## src/rtl/ldm_stm_seq_pkg.sv

```systemverilog
// Shared types and constants for the LDM/STM block-transfer sequencer.
package ldm_stm_seq_pkg;

   typedef enum logic [2:0] {
      IDLE  = 3'd0,
      SETUP = 3'd1,
      XFER  = 3'd2,
      LDWR  = 3'd3,
      WB    = 3'd4,
      DONE  = 3'd5
   } state_t;

   localparam logic [3:0] PC_IDX     = 4'd15;
   localparam int         WORD_BYTES = 4;

   // Addressing-mode codes, encoded as {pre, up}
   localparam logic [1:0] DA = 2'b00;
   localparam logic [1:0] IA = 2'b01;
   localparam logic [1:0] DB = 2'b10;
   localparam logic [1:0] IB = 2'b11;

endpackage

```

## src/rtl/ldm_stm_seq_if.sv

```systemverilog
// Register-file and data-memory port bundle driven by the LDM/STM sequencer.
interface ldm_stm_seq_if #(
   parameter int ADDR = 4,
   parameter int SIZE = 32
);
   logic [ADDR-1:0] rf_raddr;
   logic [SIZE-1:0] rf_rdata;
   logic [ADDR-1:0] rf_waddr;
   logic [SIZE-1:0] rf_wdata;
   logic            rf_we;
   logic            pc_we;
   logic [SIZE-1:0] pc_new;
   logic            mem_req;
   logic            mem_we;
   logic [SIZE-1:0] mem_addr;
   logic [SIZE-1:0] mem_wdata;
   logic            mem_ack;
   logic [SIZE-1:0] mem_rdata;

   modport master (
      output rf_raddr, rf_waddr, rf_wdata, rf_we, pc_we, pc_new,
             mem_req, mem_we, mem_addr, mem_wdata,
      input  rf_rdata, mem_ack, mem_rdata
   );

   modport slave (
      input  rf_raddr, rf_waddr, rf_wdata, rf_we, pc_we, pc_new,
             mem_req, mem_we, mem_addr, mem_wdata,
      output rf_rdata, mem_ack, mem_rdata
   );
endinterface

```

## src/rtl/ldm_stm_seq_lowest_set_bit.sv

```systemverilog
// 16-bit priority encoder: index of the lowest set bit plus a non-empty flag.
module lowest_set_bit (
   input  logic [15:0] i_vec,
   output logic [3:0]  o_idx,
   output logic        o_vld
);
   always_comb begin
      o_idx = 4'd0;
      for (int i = 15; i >= 0; i--) begin
         if (i_vec[i]) o_idx = 4'(i);
      end
      o_vld = |i_vec;
   end
endmodule

```

## src/rtl/ldm_stm_seq.sv

```systemverilog
// LDM/STM sequencer: walks the register list lowest-first, one word per memory
// handshake, then optionally writes back the base register.
module ldm_stm_seq
   import ldm_stm_seq_pkg::*;
#(
   parameter int ADDR = 4,
   parameter int SIZE = 32
) (
   input  logic             clk,
   input  logic             Rst,
   input  logic             i_start,
   input  logic             i_is_load,
   input  logic             i_pre,
   input  logic             i_up,
   input  logic             i_wback,
   input  logic [ADDR-1:0]  i_rn_addr,
   input  logic [SIZE-1:0]  i_rn_data,
   input  logic [15:0]      i_reg_list,
   ldm_stm_seq_if.master    bus,
   output logic             o_busy,
   output logic             o_done
);
   localparam logic [SIZE-1:0] STEP = SIZE'(WORD_BYTES);

   state_t          r_state;
   logic            r_is_load;
   logic [1:0]      r_mode;
   logic            r_do_wb;
   logic [ADDR-1:0] r_rn_addr;
   logic [SIZE-1:0] r_base;
   logic [SIZE-1:0] r_final;
   logic [15:0]     r_list;
   logic [SIZE-1:0] r_addr;
   logic            r_mem_req;
   logic            r_mem_we;
   logic            r_rf_we;
   logic [ADDR-1:0] r_rf_waddr;
   logic [SIZE-1:0] r_rf_wdata;
   logic            r_pc_we;
   logic [SIZE-1:0] r_pc_new;
   logic            r_busy;
   logic            r_done;

   logic [3:0]      w_cur_idx;
   logic            w_cur_vld;
   logic [15:0]     w_list_nxt;
   logic [4:0]      w_cnt;
   logic [SIZE-1:0] w_span;
   logic [SIZE-1:0] w_start_addr;

   lowest_set_bit u_lsb (
      .i_vec (r_list),
      .o_idx (w_cur_idx),
      .o_vld (w_cur_vld)
   );

   always_comb begin
      w_cnt = 5'd0;
      for (int i = 0; i < 16; i++) w_cnt = w_cnt + {4'd0, r_list[i]};
      w_span     = {{(SIZE-7){1'b0}}, w_cnt, 2'b00};
      w_list_nxt = r_list & ~(16'b1 << w_cur_idx);
      case (r_mode)
         IA:      w_start_addr = r_base;
         IB:      w_start_addr = r_base + STEP;
         DA:      w_start_addr = r_base - w_span + STEP;
         default: w_start_addr = r_base - w_span;
      endcase
   end

   always_ff @(posedge clk or posedge Rst) begin
      if (Rst) begin
         r_state    <= IDLE;
         r_is_load  <= 1'b0;
         r_mode     <= 2'b00;
         r_do_wb    <= 1'b0;
         r_rn_addr  <= '0;
         r_base     <= '0;
         r_final    <= '0;
         r_list     <= '0;
         r_addr     <= '0;
         r_mem_req  <= 1'b0;
         r_mem_we   <= 1'b0;
         r_rf_we    <= 1'b0;
         r_rf_waddr <= '0;
         r_rf_wdata <= '0;
         r_pc_we    <= 1'b0;
         r_pc_new   <= '0;
         r_busy     <= 1'b0;
         r_done     <= 1'b0;
      end else begin
         r_rf_we <= 1'b0;
         r_pc_we <= 1'b0;
         r_done  <= 1'b0;
         case (r_state)
            IDLE: if (i_start) begin
               r_is_load <= i_is_load;
               r_mode    <= {i_pre, i_up};
               // Loading the base register overrides writeback; so does a PC base
               r_do_wb   <= i_wback && (i_rn_addr != ADDR'(PC_IDX)) &&
                            !(i_is_load && i_reg_list[i_rn_addr]);
               r_rn_addr <= i_rn_addr;
               r_base    <= i_rn_data;
               r_list    <= i_reg_list;
               r_busy    <= 1'b1;
               r_state   <= SETUP;
            end
            SETUP: begin
               r_final <= r_mode[0] ? r_base + w_span : r_base - w_span;
               r_addr  <= w_start_addr;
               if (w_cur_vld) begin
                  r_mem_req <= 1'b1;
                  r_mem_we  <= !r_is_load;
                  r_state   <= XFER;
               end else begin
                  r_done  <= 1'b1;
                  r_state <= DONE;
               end
            end
            XFER: if (bus.mem_ack) begin
               r_list <= w_list_nxt;
               r_addr <= r_addr + STEP;
               if (r_is_load) begin
                  r_mem_req <= 1'b0;
                  r_state   <= LDWR;
                  if (w_cur_idx == PC_IDX) begin
                     r_pc_we  <= 1'b1;
                     r_pc_new <= bus.mem_rdata & ~SIZE'(3);
                  end else begin
                     r_rf_we    <= 1'b1;
                     r_rf_waddr <= ADDR'(w_cur_idx);
                     r_rf_wdata <= bus.mem_rdata;
                  end
               end else if (w_list_nxt == 16'd0) begin
                  r_mem_req <= 1'b0;
                  if (r_do_wb) begin
                     r_rf_we    <= 1'b1;
                     r_rf_waddr <= r_rn_addr;
                     r_rf_wdata <= r_final;
                     r_state    <= WB;
                  end else begin
                     r_done  <= 1'b1;
                     r_state <= DONE;
                  end
               end
            end
            LDWR: begin
               if (w_cur_vld) begin
                  r_mem_req <= 1'b1;
                  r_state   <= XFER;
               end else if (r_do_wb) begin
                  r_rf_we    <= 1'b1;
                  r_rf_waddr <= r_rn_addr;
                  r_rf_wdata <= r_final;
                  r_state    <= WB;
               end else begin
                  r_done  <= 1'b1;
                  r_state <= DONE;
               end
            end
            WB: begin
               r_done  <= 1'b1;
               r_state <= DONE;
            end
            DONE: begin
               r_busy  <= 1'b0;
               r_state <= IDLE;
            end
            default: r_state <= IDLE;
         endcase
      end
   end

   assign bus.rf_raddr  = ADDR'(w_cur_idx);
   assign bus.mem_wdata = (r_mem_req && r_mem_we) ? bus.rf_rdata : '0;
   assign bus.mem_addr  = r_addr;
   assign bus.mem_req   = r_mem_req;
   assign bus.mem_we    = r_mem_we;
   assign bus.rf_we     = r_rf_we;
   assign bus.rf_waddr  = r_rf_waddr;
   assign bus.rf_wdata  = r_rf_wdata;
   assign bus.pc_we     = r_pc_we;
   assign bus.pc_new    = r_pc_new;
   assign o_busy        = r_busy;
   assign o_done        = r_done;

endmodule

```

## src/flat_wrapper.sv

```systemverilog
// flat-port wrapper written by rule: the top's interface ports become plain ports
module ldm_stm_seq_flat import ldm_stm_seq_pkg::*;
#(
   parameter int ADDR = 4,
   parameter int SIZE = 32
)
  (clk, Rst, i_start, i_is_load, i_pre, i_up, i_wback, i_rn_addr, i_rn_data, i_reg_list, o_busy, o_done, bus_rf_raddr, bus_rf_waddr, bus_rf_wdata, bus_rf_we, bus_pc_we, bus_pc_new, bus_mem_req, bus_mem_we, bus_mem_addr, bus_mem_wdata, bus_rf_rdata, bus_mem_ack, bus_mem_rdata);
  ldm_stm_seq_if #(.ADDR(ADDR), .SIZE(SIZE)) bus_i ();
  input  logic clk;
  input  logic Rst;
  input  logic i_start;
  input  logic i_is_load;
  input  logic i_pre;
  input  logic i_up;
  input  logic i_wback;
  input  logic [ADDR-1:0] i_rn_addr;
  input  logic [SIZE-1:0] i_rn_data;
  input  logic [15:0] i_reg_list;
  output logic o_busy;
  output logic o_done;
  output wire logic [$bits(bus_i.rf_raddr)-1:0] bus_rf_raddr;
  output wire logic [$bits(bus_i.rf_waddr)-1:0] bus_rf_waddr;
  output wire logic [$bits(bus_i.rf_wdata)-1:0] bus_rf_wdata;
  output wire logic [$bits(bus_i.rf_we)-1:0] bus_rf_we;
  output wire logic [$bits(bus_i.pc_we)-1:0] bus_pc_we;
  output wire logic [$bits(bus_i.pc_new)-1:0] bus_pc_new;
  output wire logic [$bits(bus_i.mem_req)-1:0] bus_mem_req;
  output wire logic [$bits(bus_i.mem_we)-1:0] bus_mem_we;
  output wire logic [$bits(bus_i.mem_addr)-1:0] bus_mem_addr;
  output wire logic [$bits(bus_i.mem_wdata)-1:0] bus_mem_wdata;
  input wire logic [$bits(bus_i.rf_rdata)-1:0] bus_rf_rdata;
  input wire logic [$bits(bus_i.mem_ack)-1:0] bus_mem_ack;
  input wire logic [$bits(bus_i.mem_rdata)-1:0] bus_mem_rdata;
  assign bus_rf_raddr = bus_i.rf_raddr;
  assign bus_rf_waddr = bus_i.rf_waddr;
  assign bus_rf_wdata = bus_i.rf_wdata;
  assign bus_rf_we = bus_i.rf_we;
  assign bus_pc_we = bus_i.pc_we;
  assign bus_pc_new = bus_i.pc_new;
  assign bus_mem_req = bus_i.mem_req;
  assign bus_mem_we = bus_i.mem_we;
  assign bus_mem_addr = bus_i.mem_addr;
  assign bus_mem_wdata = bus_i.mem_wdata;
  assign bus_i.rf_rdata = bus_rf_rdata;
  assign bus_i.mem_ack = bus_mem_ack;
  assign bus_i.mem_rdata = bus_mem_rdata;
  ldm_stm_seq #(.ADDR(ADDR), .SIZE(SIZE)) u_core (.clk(clk), .Rst(Rst), .i_start(i_start), .i_is_load(i_is_load), .i_pre(i_pre), .i_up(i_up), .i_wback(i_wback), .i_rn_addr(i_rn_addr), .i_rn_data(i_rn_data), .i_reg_list(i_reg_list), .bus(bus_i), .o_busy(o_busy), .o_done(o_done));
endmodule
```

## config.mk

```make
export PLATFORM = sky130hd
export DESIGN_NAME = ldm_stm_seq_flat
export DESIGN_NICKNAME = d
export VERILOG_FILES = /design/src/rtl/ldm_stm_seq_pkg.sv /design/src/rtl/ldm_stm_seq_if.sv /design/src/rtl/ldm_stm_seq_lowest_set_bit.sv /design/src/rtl/ldm_stm_seq.sv /design/src/flat_wrapper.sv
export SDC_FILE = /design/constraint.sdc
export NUM_CORES = 1
export LEC_CHECK = 0
export CAP_MARGIN = 30
export CORE_ASPECT_RATIO = 1.5
export CORE_MARGIN = 2
export CORE_UTILIZATION = 50
export DETAILED_ROUTE_END_ITERATION = 8
export PLACE_DENSITY = 0.78
export SYNTH_ARGS = -nofsm -noshare
export SYNTH_HDL_FRONTEND = slang
export SYNTH_SLANG_ARGS = --single-unit
```

## constraint.sdc

```tcl
create_clock -name clk -period 8.4 [get_ports clk]
set_clock_uncertainty 0.2 [all_clocks]
set_input_delay 1.68 -clock clk [delete_from_list [all_inputs] [get_ports clk]]
set_output_delay 1.68 -clock clk [all_outputs]
set_load 0.05 [all_outputs]
```

* After elaboration in Yosys (flattened, before gate mapping) *
Cells that the tools add are included.
W data, S select, Z words.

storage, ports and cells
  memories kept = 0
  register bits after elaboration = 195
  memory bits (read-only) = 0
  bits in writable memories = 0
  bits in latches = 0
  output and inout port bits = 142
  bits of input ports = 124
  logic and storage cells = 155

operators by class
  bitwise logic cells = 2
  multipliers = 0
  mux-type cells = 73
  div/mod/pow operators = 0
  reduce and logical (&&, ||, !) cells = 25
  order comparisons = 1
  equal/unequal tests = 15
  shift-type cells = 1
  $add $sub $neg = 20

operators with widths
  operator                 number
  $mux W32                 9
  $pmux W32 S2             2
  $add A32 B3 Y32 const B  3
  $pmux W32 S3             1
  $mux W4                  22
  $add A5 B1 Y5            14
  $add A32 B7 Y32          1
  $mux W16                 2
  $pmux W16 S2             1
  $sub A32 B7 Y32          1
  $mux W1                  23
  $mux W3                  6
  $and A16 B16 Y16         1
  $logic_not A16 Y1        1
  $not A16 Y16             1
  $reduce_or A16 Y1        1
  $shl A1 B4 Y16 const A   1
  $pmux W3 S5              1
  $reduce_bool A2 Y1       5
  $pmux W4 S2              1
  $reduce_and A2 Y1        4
  $reduce_and A4 Y1        2
  $eq A3 B2 Y1 const B     2
  $eq A3 B3 Y1 const B     2
  21 further kinds         30

* Logic depth before layout (Yosys ltp) *
  word-level depth = 24
  depth in mapped cells = 29
  mapped depth without buffers = 26

* Cells and area by module *
A second synthesis with hierarchy kept.

second synthesis, totals
  cell total of the unflattened synthesis = 1699
  area, all modules = 13302.8 um^2

by module, submodules not included
  module          cells an instance  sequential area each (um^2)  instances  area an instance (um^2)
  ldm_stm_seq     1665               4879.7                       1          13126.3
  lowest_set_bit  34                 0.0                          1          176.4

* Worst setup path after synthesis *
No wires, ideal clock.

  path kind = register to register
  start point = register u_core.r_list[1]
  end point = register u_core.r_addr[29] (netlist: u_core.bus.mem_addr[29])
  clock period less this slack = 7.648 ns
  setup slack = 0.752 ns
  data required time = 8.078 ns
  setup time = 0.122 ns
  arrival = 7.326 ns
  stages on the path, launching flop included = 23
  buffers on the path = 2
  path through = dfrtp_1 > clkbuf_1 > inv_1 > ha_1 > inv_1 > fa_1 > fa_1 > fa_1 > fa_1 > fa_1 > fa_1 > inv_1 > fa_1 > or2_2 > a211oi_1 > clkbuf_1 > o21ai_0 > a222oi_1 > o2111ai_1 > or4b_4 > or4_1 > nand3_1 > a21oi_1

on the way
  longest elaborated chain between the ends = 19

RTL lines
  item                            line                                  text
  start: declaration              ldm_stm_seq.sv:32                     logic [15:0] r_list;
  start signal: assignment        ldm_stm_seq.sv:103                    r_list <= i_reg_list;
  start signal: assignment        ldm_stm_seq.sv:120                    r_list <= w_list_nxt;
  $add A1 B1 Y2 *                 ldm_stm_seq.sv:59                     for (int i = 0; i < 16; i++) w_cnt = w_cnt + {4'd0, r_list[i]};
  $add A5 B1 Y5 * (14 in series)  ldm_stm_seq.sv:59
  $sub A32 B7 Y32 *               ldm_stm_seq.sv:65, ldm_stm_seq.sv:66
  $add A32 B3 Y32                 ldm_stm_seq.sv:65                     DA: w_start_addr = r_base - w_span + STEP;
  $pmux W32 S3 *                  ldm_stm_seq.sv:62                     case (r_mode)
  $pmux W32 S2 *                  ldm_stm_seq.sv:94                     case (r_state)
  end signal: assignment          ldm_stm_seq.sv:109                    r_addr <= w_start_addr;
  end signal: assignment          ldm_stm_seq.sv:121                    r_addr <= r_addr + STEP;
  end: declaration                ldm_stm_seq.sv:33                     logic [SIZE-1:0] r_addr;

Every way passes the cells marked *; elsewhere a longest branch is shown, timed or not.
A chain may end at the register's enable or synchronous reset.

* Worst setup path after layout *
  start point = register u_core.r_list[1]
  end point = register u_core.r_addr[30] (netlist: u_core.bus.mem_addr[30])

The elaborated chain is that of the path after synthesis.

==> run_results.csv <==
group,metric,value,unit
timing,hold_viol_final,0,
cells_and_area,final_nets,1855,
route,drt_iter0_markers,945,
critical_path,critPathMaxFanout,19,
cts,numCtsBuffers,17,
global_routing,grt_max_degree,135,
place,dp_cells,2009,
critical_path,criticalPathCategory,"flop to flop",
cts,cts_hold_buf,0,
logic_synthesis,ys_seq_elements,195,
timing,setup_viol,0,
global_routing,grt_pass1_vias,12500,
route,postRouteAntennaNets,0,
global_routing,grt_overflow,0,
route,vias,12900,
logic_synthesis,netlist_area,13000,µm²
route,wirelength,48000,µm
floorplan,core_area,25700,µm²
cts,cts_num_sinks,195,
timing,rsz0062_at_grt,"no",
cts,post-cts-setup-buffers,0,
cells_and_area,fill_cells,2253,
timing,tns,0,ns
global_routing,grt_pass1_wl,73200,µm
floorplan,die_h,201,µm
cells_and_area,syn2layout_area_growth,26.7,%
floorplan,chipWidth,136,µm
floorplan,die_area,27300,µm²
cells_and_area,seqCellArea,4880,µm²
cts,clk_latency,0.47,ns
critical_path,crit_path_end_kind,"flop",
logic_synthesis,yosys.cell_types.count,72,
cts,path_clk_slew,0.08,ns
timing,drv_slew,0,
cts,cts_resized,0,
cts,cts_root_buffer,"clkbuf_16",
critical_path,startpoint_type,"flop",
logic_synthesis,yosysWarnings,0,
critical_path,worstPathRequired,8.57,ns
timing,timing.fmax,126,MHz
global_routing,grt_antenna_before_repair,2,
place,dpl.hpwl,36900,µm
timing,min_period,7.94,ns
global_routing,grt.total_usage,35.4,%
place,io_buffers,263,
route,drtPass1Iterations,6,
floorplan,rows,72,
cts,htreeDepth,4,
floorplan,start_util,50.5,%
timing,worst_pin_slew,1.09,ns
logic_synthesis,synth_cells,1499,
logic_synthesis,async_flop_share,100,%
logic_synthesis,synthFlopType,"dfrtp_1",
cts,tritoncts,"yes",
run_status,status,"complete, no violations",
cells_and_area,multi_input_area,7490,µm²
cells_and_area,fin_cells,2044,
timing,min_period_over_period,94.5,%
route,routed_via_density,6.32,
cells_and_area,drive_gt1_share,8.43,%
critical_path,reg2reg_slack,0.46,ns
place,dp_slack,0.582,ns
critical_path,cp.arrival,8.11,ns
route,drc,0,
logic_synthesis,ys_seq_area_share,37.6,%
route,wire_per_inst,23.5,µm
logic_synthesis,synth-edff-count,0,
hold_path,hold_class,"flop to flop",
place,routabilityCongestion,0.986,
timing,setup_ws,0.461,ns
floorplan,io_pins,266,
timing,maxSlewHeadroom,26.9,%
logic_synthesis,synth_area_per_cell,8.65,µm²
job,cap_violations,0,
cts,clockBufferDepth,2,
## layout by cell type (no fill, tap or decap), drive strengths merged, types with 27 or more instances in the layout
cell and n:
mux2 62, inv 57, o21ai 123, a2bb2oi 36, clkdlybuf4s50 263, a21oi 103
nand2 145, nor2 95, o22ai 47, dfrtp 195, and3 43, nand3 44
buf 27, xor2 30, nor3 44, xnor2 49
## cell type report
class / count / area share [%]
clock inverters: 13 / 0.837
flip-flops and latches: 195 / 29.7
inverters: 51 / 1.21
repair buffers: 290 / 17.5
diodes: 2 / 0.0305
well taps: 333 / 2.54
multi-input cells: 1141 / 45.6
clock buffers: 19 / 2.63
## critical path: stages (launching register included)
cell and delay, ns:
dfrtp_1 0.51, inv_1 0.11, ha_1 0.29, inv_1 0.04, fa_1 0.45, fa_1 0.50, fa_1 0.53, fa_1 0.42
fa_1 0.43, fa_1 0.53, inv_1 0.10, ha_1 0.33, or2_1 0.28, a2111oi_4 0.84, o31ai_1 0.21, a222oi_1 0.35
buf_4 0.19, nand4_1 0.27, or3_1 0.56, nor3_1 0.30, a21oi_1 0.11, o311ai_1 0.28
## through the flow
step	util [%]	hold WS [ns]	cell area [µm²]
detailed placement	61.7	0.263	15800
finish	64.0	0.278	16400
global route	64.0	0.302	16400
floorplan	-	0.247	13000
global placement	61.5	0.259	15800
CTS	63.9	0.281	16400
## path summary, 6_finish.rpt
check	startpoint	to	cells after the start
min reg2reg	u_core.bus.mem_addr[1]	u_core.bus.mem_addr[1]	2
max	u_core.r_list[1]	u_core.bus.mem_addr[30]	21
min	u_core.bus.mem_addr[1]	u_core.bus.mem_addr[1]	2
max reg2reg	u_core.r_list[1]	u_core.bus.mem_addr[30]	21
min in group asynchronous	Rst	u_core.r_list[10]	2
max in group asynchronous	Rst	u_core.r_base[18]	3
## flip-flops by register name, indices dropped and copies added (netlist names)
| name | count |
|---|---|
| u_core.r_state | 3 |
| u_core.bus.mem_req | 1 |
| u_core.r_is_load | 1 |
| u_core.bus.mem_we | 1 |
| u_core.r_list | 16 |
| u_core.r_do_wb | 1 |
| u_core.r_mode | 2 |
| u_core.o_done | 1 |
| u_core.bus.rf_wdata | 32 |
| u_core.bus.mem_addr | 32 |
| u_core.r_final | 32 |
| u_core.r_base | 32 |
| u_core.bus.pc_new | 30 |
| u_core.bus.rf_waddr | 4 |
| u_core.o_busy | 1 |
| u_core.bus.pc_we | 1 |
| u_core.bus.rf_we | 1 |
| u_core.r_rn_addr | 4 |
## per-layer routing
metal	vias to the layer above	track usage, %	share of wire [%]
met2	628	62.5	51
met4	0	21.5	6.6
li1	5893	-	-
met5	-	0	0
met3	154	6.35	6.9
met1	6243	39.0	35
## cells by family after synthesis
family	Yosys count	synth area share [%]
XOR/XNOR	79	5.33
AO/OA/AOI/OAI	444	21.9
multiplexers	72	6.64
AND/OR/NAND/NOR	508	19.4
flip-flops	195	37.6
adder cells (fa/ha/maj)	36	4.15
buffers and inverters	164	4.88
other	1	0.0289
## cell usage after synthesis, drive strengths merged (12+ instances only)
library cell | n | area [µm²]
xnor2 | 49 | 429
nand3 | 44 | 220
and2 | 12 | 75.1
xor2 | 30 | 263
nor3 | 44 | 220
dfrtp | 195 | 4880
nor4 | 25 | 156
nor2 | 95 | 357
nor2b | 13 | 81.3
nand4 | 22 | 138
mux2 | 62 | 698
or2 | 12 | 75.1
ha | 23 | 288
inv | 49 | 184
fa | 12 | 240
nand2 | 145 | 544
o22ai | 47 | 294
a21oi | 103 | 515
clkbuf | 103 | 387
a211oi | 17 | 128
o21ai | 123 | 616
and3 | 43 | 269
or3 | 20 | 125
a2bb2oi | 36 | 315
or4 | 13 | 101
a31oi | 17 | 106
Power is not shown: default switching activity piles up to over one toggle a cycle in this logic, so the estimate is an artifact.
